$ cat src/rtl/rsa_link_ctrl.sv
// Purpose : byte-serial command front end for a modular-exponentiation engine.
// Latency : ACK/NAK one cycle after the last frame byte; eng_start one cycle after the last RUN byte.
// Backpr. : transmit waits for tx_busy=0 and never issues tx_valid on back-to-back cycles.
//
// Ports:
//   clk, rst             single clock, synchronous active-high reset
//   rx_valid/rx_byte     received byte stream (one-cycle pulses)
//   tx_busy              UART transmitter busy
//   tx_valid/tx_byte     transmit request pulse and byte (tx_byte held until next request)
//   eng_start            one-cycle engine start pulse
//   eng_n/eng_e/eng_m    engine operands (held from eng_start through eng_done)
//   eng_done/eng_ans     engine completion pulse and result
//   busy                 high in any state other than IDLE
//   err                  one-cycle pulse per protocol error
//
// Frame: command byte (opcode [7:4], slot [SLOT_BITS-1:0]) then BITLEN/8 payload bytes, LSB first.
// Optional build macro RSA_LINK_CKSUM_EN adds an XOR checksum byte after each payload and result.

module rsa_link_ctrl #(
    parameter int BITLEN    = 64,
    parameter int SLOT_BITS = 1,
    parameter int TIMEOUT   = 1200000
) (
    input  logic              clk,
    input  logic              rst,
    input  logic              rx_valid,
    input  logic [7:0]        rx_byte,
    input  logic              tx_busy,
    output logic              tx_valid,
    output logic [7:0]        tx_byte,
    output logic              eng_start,
    output logic [BITLEN-1:0] eng_n,
    output logic [BITLEN-1:0] eng_e,
    output logic [BITLEN-1:0] eng_m,
    input  logic              eng_done,
    input  logic [BITLEN-1:0] eng_ans,
    output logic              busy,
    output logic              err
);

    localparam int NBYTES = BITLEN / 8;
`ifdef RSA_LINK_CKSUM_EN
    localparam int LEN = NBYTES + 1;
`else
    localparam int LEN = NBYTES;
`endif
    localparam int CW    = $clog2(LEN + 1);
    localparam int TW    = $clog2(TIMEOUT + 1);
    localparam int NSLOT = 2 ** SLOT_BITS;

    localparam logic [3:0] OP_LOAD_N = 4'h1;
    localparam logic [3:0] OP_LOAD_E = 4'h2;
    localparam logic [3:0] OP_RUN    = 4'h3;
    localparam logic [7:0] ACK       = 8'hA5;
    localparam logic [7:0] NAK       = 8'h5A;

    typedef enum logic [2:0] {
        S_IDLE,
        S_PAYLOAD,
        S_EXEC,
        S_SEND,
        S_RESP
    } state_t;

    state_t             r_state;
    logic [3:0]         r_op;
    logic [SLOT_BITS-1:0] r_slot;
    logic [CW-1:0]      r_cnt;
    logic [TW-1:0]      r_tmo;
    logic [BITLEN-1:0]  r_shadow;
    logic [BITLEN-1:0]  r_result;
    logic [BITLEN-1:0]  r_slot_n [NSLOT];
    logic [BITLEN-1:0]  r_slot_e [NSLOT];
    logic [7:0]         r_resp;
    logic               r_tx_valid;
    logic [7:0]         r_tx_byte;
    logic               r_eng_start;
    logic               r_start_pend;
    logic [BITLEN-1:0]  r_eng_n;
    logic [BITLEN-1:0]  r_eng_e;
    logic [BITLEN-1:0]  r_eng_m;
    logic               r_err;
`ifdef RSA_LINK_CKSUM_EN
    logic [7:0]         r_rxsum;
    logic [7:0]         r_txsum;
`endif

    logic              w_op_ok;
    logic              w_last_rx;
    logic              w_tx_ok;
    logic              w_cksum_ok;
    logic [BITLEN-1:0] w_shadow_next;
    logic [BITLEN-1:0] w_frame;

    assign w_op_ok       = (rx_byte[7:4] == OP_LOAD_N) || (rx_byte[7:4] == OP_LOAD_E) ||
                           (rx_byte[7:4] == OP_RUN);
    assign w_last_rx     = (r_cnt == CW'(LEN - 1));
    // Never request on consecutive cycles so the UART has time to raise tx_busy.
    assign w_tx_ok       = !tx_busy && !r_tx_valid;
    assign w_shadow_next = {rx_byte, r_shadow[BITLEN-1:8]};

`ifdef RSA_LINK_CKSUM_EN
    // Last byte is the checksum; the shadow already holds the full payload.
    assign w_frame    = r_shadow;
    assign w_cksum_ok = (rx_byte == r_rxsum);
`else
    // Last byte is payload; commit the value including it.
    assign w_frame    = w_shadow_next;
    assign w_cksum_ok = 1'b1;
`endif

    always_ff @(posedge clk) begin
        if (rst) begin
            r_state      <= S_IDLE;
            r_op         <= '0;
            r_slot       <= '0;
            r_cnt        <= '0;
            r_tmo        <= '0;
            r_shadow     <= '0;
            r_result     <= '0;
            for (int i = 0; i < NSLOT; i++) begin
                r_slot_n[i] <= '0;
                r_slot_e[i] <= '0;
            end
            r_resp       <= '0;
            r_tx_valid   <= 1'b0;
            r_tx_byte    <= 8'h00;
            r_eng_start  <= 1'b0;
            r_start_pend <= 1'b0;
            r_eng_n      <= '0;
            r_eng_e      <= '0;
            r_eng_m      <= '0;
            r_err        <= 1'b0;
`ifdef RSA_LINK_CKSUM_EN
            r_rxsum      <= '0;
            r_txsum      <= '0;
`endif
        end else begin
            r_tx_valid  <= 1'b0;
            r_eng_start <= 1'b0;
            r_err       <= 1'b0;

            case (r_state)
                S_IDLE: begin
                    if (rx_valid) begin
                        if (w_op_ok) begin
                            r_op    <= rx_byte[7:4];
                            r_slot  <= rx_byte[SLOT_BITS-1:0];
                            r_cnt   <= '0;
                            r_tmo   <= '0;
`ifdef RSA_LINK_CKSUM_EN
                            r_rxsum <= '0;
`endif
                            r_state <= S_PAYLOAD;
                        end else begin
                            r_resp  <= NAK;
                            r_err   <= 1'b1;
                            r_state <= S_RESP;
                        end
                    end
                end

                S_PAYLOAD: begin
                    if (rx_valid) begin
                        r_tmo <= '0;
                        r_cnt <= r_cnt + 1'b1;
`ifdef RSA_LINK_CKSUM_EN
                        if (!w_last_rx) begin
                            r_shadow <= w_shadow_next;
                            r_rxsum  <= r_rxsum ^ rx_byte;
                        end
`else
                        r_shadow <= w_shadow_next;
`endif
                        if (w_last_rx) begin
                            r_cnt <= '0;
                            if (!w_cksum_ok) begin
                                r_resp  <= NAK;
                                r_err   <= 1'b1;
                                r_state <= S_RESP;
                            end else if (r_op == OP_RUN) begin
                                // Operands settle this cycle; start follows one cycle later.
                                r_eng_n      <= r_slot_n[r_slot];
                                r_eng_e      <= r_slot_e[r_slot];
                                r_eng_m      <= w_frame;
                                r_start_pend <= 1'b1;
                                r_state      <= S_EXEC;
                            end else begin
                                if (r_op == OP_LOAD_N) begin
                                    r_slot_n[r_slot] <= w_frame;
                                end else begin
                                    r_slot_e[r_slot] <= w_frame;
                                end
                                r_resp  <= ACK;
                                r_state <= S_RESP;
                            end
                        end
                    end else if (r_tmo == TW'(TIMEOUT - 1)) begin
                        // Silent abort: nothing committed, nothing transmitted.
                        r_err   <= 1'b1;
                        r_state <= S_IDLE;
                    end else begin
                        r_tmo <= r_tmo + 1'b1;
                    end
                end

                S_EXEC: begin
                    if (rx_valid) begin
                        r_err <= 1'b1;
                    end
                    if (r_start_pend) begin
                        r_eng_start  <= 1'b1;
                        r_start_pend <= 1'b0;
                    end else if (eng_done) begin
                        r_result <= eng_ans;
                        r_cnt    <= '0;
`ifdef RSA_LINK_CKSUM_EN
                        r_txsum  <= '0;
`endif
                        r_state  <= S_SEND;
                    end
                end

                S_SEND: begin
                    if (rx_valid) begin
                        r_err <= 1'b1;
                    end
                    if (w_tx_ok) begin
                        r_tx_valid <= 1'b1;
                        r_cnt      <= r_cnt + 1'b1;
`ifdef RSA_LINK_CKSUM_EN
                        if (r_cnt == CW'(NBYTES)) begin
                            r_tx_byte <= r_txsum;
                        end else begin
                            r_tx_byte <= r_result[7:0];
                            r_txsum   <= r_txsum ^ r_result[7:0];
                            r_result  <= r_result >> 8;
                        end
`else
                        r_tx_byte <= r_result[7:0];
                        r_result  <= r_result >> 8;
`endif
                        if (r_cnt == CW'(LEN - 1)) begin
                            r_state <= S_IDLE;
                        end
                    end
                end

                S_RESP: begin
                    if (rx_valid) begin
                        r_err <= 1'b1;
                    end
                    if (w_tx_ok) begin
                        r_tx_valid <= 1'b1;
                        r_tx_byte  <= r_resp;
                        r_state    <= S_IDLE;
                    end
                end

                default: r_state <= S_IDLE;
            endcase
        end
    end

    assign tx_valid  = r_tx_valid;
    assign tx_byte   = r_tx_byte;
    assign eng_start = r_eng_start;
    assign eng_n     = r_eng_n;
    assign eng_e     = r_eng_e;
    assign eng_m     = r_eng_m;
    assign busy      = (r_state != S_IDLE);
    assign err       = r_err;

endmodule

$ cat config.mk
export PLATFORM = sky130hd
export DESIGN_NAME = rsa_link_ctrl
export DESIGN_NICKNAME = d
export VERILOG_FILES = /design/src/rtl/rsa_link_ctrl.sv
export SDC_FILE = /design/constraint.sdc
export NUM_CORES = 1
export LEC_CHECK = 0
export ABC_AREA = 0
export ABC_CLOCK_PERIOD_IN_PS = 5000
export CAP_MARGIN = 25
export CORE_ASPECT_RATIO = 1.5
export CORE_MARGIN = 2
export CORE_UTILIZATION = 55
export DETAILED_ROUTE_END_ITERATION = 7
export PLACE_DENSITY_LB_ADDON = 0.15
export SLEW_MARGIN = 30
export SYNTH_ARGS = -nofsm -noshare
export SYNTH_HDL_FRONTEND = slang
export SYNTH_SLANG_ARGS = --single-unit
$ cat constraint.sdc
create_clock -name clk -period 5 [get_ports clk]
set_input_delay 1.5 -clock clk [delete_from_list [all_inputs] [get_ports clk]]
set_output_delay 1.5 -clock clk [all_outputs]
set_load 0.05 [all_outputs]
==> flow_summary.yaml <==
worst_setup_path:
  worstPathRequired_ns: 5.26
  cp.arrival_ns: 4.12
  crit_fanout: 43
  worstSetupPathType: "primary input to flop"
  reg2reg_from: "r_cnt[0]$_SDFFE_PP0P_"
  start_kind: "primary input"
  worst_r2r_path_depth: 7
  r2r_end: "r_slot_n[0][15]$_SDFFCE_PN0P_"
  end_kind: "flop"
  reg2reg_slack_ns: 2.03
clocking:
  cts_hold_buf: 0
  clock_latency_ns: 0.59
  clock_sinks: 615
  post-cts-setup-buffer-count: 0
  path_clk_slew_ns: 0.06
  numCtsBuffers: 55
  cts_tree: "done"
  ctsResizeCount: 0
  max-clock-path-buffers: 3
  cts.htree.levels: 2
  cts_root_buf: "clkbuf_16"
grt:
  antenna_found_initial: 0
  grt_pass1_vias: 17100
  track_usage_pct: 25.6
  grt_start_max_net_pins: 239
  grt_first_pass_wirelength_um: 92700
  overflow: 0
timing:
  period_minus_slack_ns: 3.86
  tightestPinTransition_ns: 0.780
  finClkSkew_ns: 0.0164
  drv_slew: 0
  rsz0062_at_grt: "false"
  layout_setup_ws_ns: 1.14
  relSlewSlack_pct: 48.0
  final.setup.tns_ns: 0
  hold_violations: 0
  max_freq_mhz: 259
  post-route-period-util_pct: 77.2
  setup_violations: 0
synthesis:
  synth.area.top_cells: "edfxtp_1, dfxtp_1, mux2i_1"
  synthMuxAreaShare_pct: 5.43
  synth_cell_types: 56
  ys_top_cells_by_count: "dfxtp_1, nand2_1, edfxtp_1, nor2_1, and2_1"
  synth_top_area_cell: "edfxtp_1"
  ys_ff_latch: 615
  yosysSeqAreaShare_pct: 61.5
  avgSynthCellArea_sq_um: 10.6
  synth_compound_area_share_pct: 10.7
  synth_xor_area_share_pct: 0.181
  netlist_area_sq_mm: 0.0242
  synth_adder_area_share_pct: 0.104
  synth_fp_nets: 2368
  post-synth-top-count-cell: "dfxtp_1"
  ys.flop_type: "dfxtp_1"
  yosys_warnings: 0
  syn_inst: 2289
  synth_edf_count: 256
  synthArstFlopShare_pct: 0
  yosys.area_share.simple_pct: 19.0
  yosys.area.top_type_share_pct: 31.8
  synth_top_family_by_area: "simple AND/OR/NAND/NOR gates"
min_path:
  hold_depth: 2
  hold_path.class: "flop to flop"
  worstHoldStart: "eng_m[6]$_SDFFE_PP0P_"
  holdPathEnd: "eng_m[6]$_SDFFE_PP0P_"
route:
  dr.first_iter.drc_count: 1170
  wl_per_cell_um: 19.2
  vias: 17500
  ant_nets: 0
  route.detailed.drc: 0
  dr.pass1.iters: 7
  detail_route.wirelength_um: 59400
  via_per_inst: 5.66
layout:
  diodes: 0
  final_util_pct: 67.2
  area_delta_synth_final_pct: 21.2
  drive_gt1_share_pct: 5.81
  final_nets: 2546
  fin_cells: 3090
pwr:
  switching_share_pct: 25.5
  leakage_nw: 9.80
  power_frac_comb_pct: 11.0
  p_int_mw: 8.29
  worst_ir_drop_vdd_v: 0.000377
  power_frac_clock_pct: 38.5
  power_density_mw_per_mm2: 380
  power.total_mw: 11.1
  power_switching_mw: 2.84
  seqPwrFrac_pct: 50.4
outcome:
  status: "complete, no violations"
placement:
  dp.cells: 2985
  dp_hpwl_um: 37400
  place_congestion: 0.828
  place_worst_setup_slack_ns: 0.579
  io_buffers: 280
die:
  die_x_um: 175
  start_util_pct: 55.4
  core_region_area_sq_mm: 0.0436
  boundaryPins: 281
  die_h_um: 261
  dieArea_sq_mm: 0.0457
  rows: 94
job:
  maxCapViolCount: 0
## power groups by stage
stage	Clock, mW	Sequential, mW	Combinational (mW)
floorplan	0	5.69	0.858
global placement	0	5.71	1.19
detailed placement	0	5.72	1.22
CTS	4.36	5.61	1.23
global route	4.52	5.64	1.34
finish	4.29	5.61	1.23
## cells in the final DEF (no fill, tap or decap), types with 10 or more instances in the layout
cell type	instances
or3_1	17
nor2_1	212
mux2i_1	131
dfxtp_1	357
a21oi_1	155
and2_1	197
clkbuf_16	57
nand3_1	79
and3_1	70
clkbuf_1	15
a211oi_1	136
edfxtp_1	256
buf_12	10
buf_4	20
nand2_1	323
clkdlybuf4s50_1	279
a311oi_1	57
## sequential cells by signal (all words and copies together) (netlist names)
| signal | count |
|---|---|
| eng_e | 64 |
| eng_m | 64 |
| eng_n | 64 |
| eng_start | 1 |
| err | 1 |
| r_cnt | 4 |
| r_op | 4 |
| r_resp | 2 |
| r_result | 64 |
| r_shadow | 56 |
| r_slot | 1 |
| r_slot_e | 128 |
| r_slot_n | 128 |
| r_start_pend | 1 |
| r_state | 3 |
| r_tmo | 21 |
| tx_byte | 8 |
| tx_valid | 1 |
## final cells by class
| class | instances | area [sq um] |
|---|---|---|
| multi-input combinational | 1480 | 8660 |
| inverter | 4 | 15.0 |
| timing repair buffer | 311 | 3190 |
| fill | 3383 | 14300 |
| clock inverter | 24 | 250 |
| clock buffer | 80 | 1590 |
| sequential | 615 | 14900 |
| tap | 576 | 721 |
## cell families after synthesis
group / after synthesis
xor gates and xnor gates: 5
and+or+nand+nor: 955
buffers and inverters: 194
AOI/OAI and AO/OA: 387
muxes: 131
adders and majority gates: 2
DFF: 615
## worst max-delay path by stage
stage	from	to	slack, ns
3_3_place_gp	rx_valid	r_slot_n[0][12]$_SDFFCE_PN0P_	0.63
3_5_place_dp	rx_valid	r_slot_n[0][14]$_SDFFCE_PN0P_	0.58
6_report	rx_valid	r_slot_n[0][15]$_SDFFCE_PN0P_	1.14
4_1_cts	rx_valid	eng_e[51]$_SDFFE_PP0P_	1.17
2_1_floorplan	rx_valid	r_slot_n[1][0]$_SDFFCE_PN0P_	0.50
5_1_grt	rx_valid	eng_e[60]$_SDFFE_PP0P_	0.96
## per-stage QoR
step	hold slack, ns	cell area, sq um
CTS	0.457	29300
global route	0.469	29300
detailed placement	0.449	27400
global placement	0.441	27400
floorplan	0.432	24200
finish	0.454	29300
## routing by layer
metal | wire, um | up-vias | global-route usage, %
li1 | - | 8452 | -
met1 | 23500 | 8402 | 31.0
met2 | 30400 | 520 | 45.6
met3 | 3870 | 109 | 5.16
met4 | 1720 | 0 | 8.26
met5 | 0 | - | 0
## critical path, cell delays in order
cell and delay [ns]:
clkdlybuf4s50_1 0.66, and4bb_2 0.30, nand2_1 0.12, nor4b_2 0.55, nor2b_4 0.26, or2_4 0.35, buf_12 0.33
(Power assumes the default switching activity.)
